===== src/rtl/shift_load_pkg.sv =====
// Shared constants for the shift/load register: default width and select encoding.
package shift_load_pkg;

  localparam int SLR_WIDTH = 32;

  localparam logic SEL_SHIFT = 1'b0;
  localparam logic SEL_LOAD  = 1'b1;

endpackage : shift_load_pkg


===== src/rtl/slr_bit_cell.sv =====
// One bit of the shift/load register: 2:1 mux (load bit vs. neighbour bit) into a flop with sync clear.
module slr_bit_cell
  import shift_load_pkg::*;
(
  input  logic clk,
  input  logic reset,
  input  logic sel,
  input  logic load_bit,
  input  logic neighbour,
  output logic q
);

  // An X on sel is deliberately left to propagate into q rather than being masked.
  always_ff @(posedge clk) begin
    if (reset) begin
      q <= 1'b0;
    end else begin
      q <= (sel == SEL_LOAD) ? load_bit : neighbour;
    end
  end

endmodule : slr_bit_cell


===== src/rtl/shift_load_reg32.sv =====
// Parallel-load / serial-right-shift register built from slr_bit_cell instances.
// Optional macro SERIAL_OUT_EN adds the shiftout port (equal to state[0]) for chaining.
module shift_load_reg32
  import shift_load_pkg::*;
#(
  parameter int WIDTH = SLR_WIDTH
) (
  input  logic             clk,
  input  logic             reset,
  input  logic [WIDTH-1:0] load,
  input  logic             shiftin,
  input  logic             sel,
`ifdef SERIAL_OUT_EN
  output logic             shiftout,
`endif
  output logic [WIDTH-1:0] state
);

  for (genvar i = 0; i < WIDTH; i++) begin : g_bit
    if (i == WIDTH - 1) begin : g_msb
      // The serial input enters at the MSB; every other bit takes its upper neighbour.
      slr_bit_cell u_cell (
        .clk       (clk),
        .reset     (reset),
        .sel       (sel),
        .load_bit  (load[i]),
        .neighbour (shiftin),
        .q         (state[i])
      );
    end else begin : g_inner
      slr_bit_cell u_cell (
        .clk       (clk),
        .reset     (reset),
        .sel       (sel),
        .load_bit  (load[i]),
        .neighbour (state[i+1]),
        .q         (state[i])
      );
    end
  end

`ifdef SERIAL_OUT_EN
  // state[0] is already a flop output, so shiftout stays registered.
  assign shiftout = state[0];
`endif

endmodule : shift_load_reg32


===== config.mk =====
export PLATFORM = sky130hd
export DESIGN_NAME = shift_load_reg32
export DESIGN_NICKNAME = d
export VERILOG_FILES = /design/src/rtl/shift_load_pkg.sv /design/src/rtl/slr_bit_cell.sv /design/src/rtl/shift_load_reg32.sv
export SDC_FILE = /design/constraint.sdc
export NUM_CORES = 1
export LEC_CHECK = 0
export CAP_MARGIN = 25
export CORE_ASPECT_RATIO = 1.5
export CORE_MARGIN = 5
export CORE_UTILIZATION = 43
export DETAILED_ROUTE_END_ITERATION = 8
export GPL_ROUTABILITY_DRIVEN = 0
export GPL_TIMING_DRIVEN = 0
export PLACE_DENSITY = 0.84
export SLEW_MARGIN = 0
export SYNTH_ARGS = -nofsm -noshare
export SYNTH_HDL_FRONTEND = slang
export SYNTH_SLANG_ARGS = --single-unit

===== constraint.sdc =====
create_clock -name clk -period 2.2 [get_ports clk]
set_input_delay 0.44 -clock clk [delete_from_list [all_inputs] [get_ports clk]]
set_output_delay 0.44 -clock clk [all_outputs]
set_load 0.02 [all_outputs]

==> metrics.md <==
| Metric | Value |
|---|---|
| Clk_skew | `0.00670 ns` |
| DR vias | `1082` |
| Post-CTS Setup Inserts | `0` |
| Final Setup Violations | `0` |
| TritonRoute pass-1 iters | `4` |
| YS warnings | `0` |
| Most frequent cells in the layout | `clkdlybuf4s50_1 (66), mux2i_1 (32), nor2_1 (32), buf_4 (32), dfxtp_1 (32)` |
| Drt total wl | `3250 um` |
| Clock Latency Late Sink | `0.28 ns` |
| Wire per inst | `13.1 um` |
| Vias in the first global route | `1156` |
| IO buf count | `66` |
| CTS root buf | `clkbuf_8` |
| Synthesized cell area | `1400 um2` |
| Max VDD drop | `0.483 mV` |
| Worst Path Arrival | `1.33 ns` |
| #FFs+latches synth | `32` |
| Seq/Total Area, Yosys | `45.6%` |
| Post-Syn Nets | `171` |
| Starting Density | `44.4%` |
| Run status | `complete, no violations` |
| Hold Path Depth | `3` |
| # clock sinks | `32` |
| # IOs | `68` |
| GRT Total Usage | `15.5%` |
| TNS Setup | `0 ns` |
| Min Tclk post-route | `1.77 ns` |
| Htree depth | `2` |
| Slew Viols, Final | `0` |
| Gate power share | `23.0%` |
| Largest net degree at the start of global routing | `11` |
| Switching share of power | `24.7%` |
| CP Launch Type | `flip-flop` |
| CTS Buf Count | `5` |
| Crit end category | `output port` |
| Post-Place Setup Slack | `0.549 ns` |
| Mean area per synthesized cell | `10.4 um2` |
| Reg2Reg Depth | `2` |
| CTS resizes | `0` |
| Power per Cell Area | `620 nW/um2` |
| Gate Count Post-Synth | `135` |
| Placed Area | `2110 um2` |
| Row cnt | `25` |
| Post-route ant nets | `0` |
| Starting DRT DRC Count | `12` |
| Setup WS post-layout | `0.430 ns` |
| Worst EP required | `1.76 ns` |
| Initial antenna violation count | `0` |
| Diode count | `0` |
| Final hold vios | `0` |
| Leak | `1.01 nW` |
| Sequential Power Share | `46.5%` |
| Ratio of cells with drive above 1 in the final layout | `20.2%` |
| # nets final | `244` |
| Crit share post-route | `80.5%` |
| Worst Max-Slew Pin Slew | `0.417 ns` |
| Core area | `3160 um2` |
| Die H | `80.0 um` |
| Switching power | `0.000336 W` |
| Vias/cell | `4.36` |
| Peak Freq | `565 MHz` |
| Die W | `56.7 um` |
| Clock transition at path regs | `0.07 ns` |
| Clock Path Buffers | `2` |
| Internal power | `0.00102 W` |
| Max-cap violations | `0` |
| Fin util | `69.4%` |
| DIE AREA | `4530 um2` |
| GRT overflow | `0` |
| Clock power frac | `30.5%` |
| Final Cell Area | `2190 um2` |
| Area Overhead vs Synth | `56.1%` |
| Max FO, Critical Path | `2` |
| Kind of critical path | `reg -> out` |
| RSZ-0062 raised after global routing | `false` |
| Commonest non-fill, non-tap cell in the layout | `clkdlybuf4s50_1` |
| TritonCTS clock tree | `yes` |
| Hold-fix buffers at CTS | `0` |
| Detail Placement HPWL | `2650 um` |
| Drt drc | `0` |
| First-pass GRT wire length | `5210 um` |
| Worst rel slew slack | `72.2%` |
| Hold Path Class | `in -> reg` |
| Netlist cell types | `7` |
==> flip-flops by register name, summed over array words and instances (netlist names) <==
register,cells
g_bit.g_inner.u_cell.q,31
g_bit.g_msb.u_cell.q,1
==> logic make-up after synthesis <==
| kind of cell | Yosys count | share of synthesized area, % |
|---|---|---|
| muxes | 32 | 22.8 |
| and+or+nand+nor | 32 | 8.56 |
| DFF | 32 | 45.6 |
| buffers and inverters | 39 | 23.0 |
==> synthesized netlist by cell type <==
| library cell | number | area, um2 |
|---|---|---|
| mux2i_1 | 32 | 320 |
| buf_12 | 3 | 60.1 |
| clkbuf_1 | 3 | 11.3 |
| nor2_1 | 32 | 120 |
| buf_6 | 1 | 11.3 |
| buf_4 | 32 | 240 |
| dfxtp_1 | 32 | 641 |
==> area by class of cell <==
cell class	instances	area (um2)
buffer	39	323
clock buffer	6	72.6
clock inverter	1	5.00
fill	252	967
multi-input combinational	64	440
sequential	32	641
tap	40	50.0
timing repair buffer	66	661
==> critical path, stage by stage (launching register included) <==
cell             delay (ns)
dfxtp_1                0.33
buf_4                  0.10
clkdlybuf4s50_1        0.61
==> routing by layer <==
| metal | track usage, % | part of all wire [%] | up-vias |
|---|---|---|---|
| met2 | 30.0 | 57 | 40 |
| met3 | 4.21 | 6.0 | 7 |
| met5 | 0 | 0 | - |
| met4 | 9.26 | 2.5 | 0 |
| met1 | 13.9 | 34 | 492 |
| li1 | - | - | 543 |
==> stage by stage <==
stage | hold WS (ns) | instances | power [W]
detailed placement | 0.484 | 241 | 0.000962
finish | 0.471 | 248 | 0.00136
floorplan | 0.462 | 135 | 0.000814
global placement | 0.469 | 241 | 0.000954
global route | 0.483 | 248 | 0.00143
CTS | 0.464 | 248 | 0.00138
==> power by group through the flow <==
stage               Sequential (W)  Combinational (W)  Clock, W
finish                    0.000632           0.000313  0.000414
detailed placement        0.000645           0.000316         0
global placement          0.000643           0.000311         0
floorplan                 0.000640           0.000174         0
global route              0.000636           0.000334  0.000458
CTS                       0.000633           0.000318  0.000429
==> path summary, 6_finish.rpt <==
path | from | endpoint | slack (ns)
worst min-delay path | sel | g_bit[0].g_inner.u_cell.q$_SDFF_PP0_ | 0.47
worst max-delay path | g_bit[28].g_inner.u_cell.q$_SDFF_PP0_ | state[28] | 0.43
worst max register to register | g_bit[25].g_inner.u_cell.q$_SDFF_PP0_ | g_bit[24].g_inner.u_cell.q$_SDFF_PP0_ | 1.56
worst min register to register | g_bit[11].g_inner.u_cell.q$_SDFF_PP0_ | g_bit[10].g_inner.u_cell.q$_SDFF_PP0_ | 0.49
Note: power is estimated with default switching activity, not from simulation.
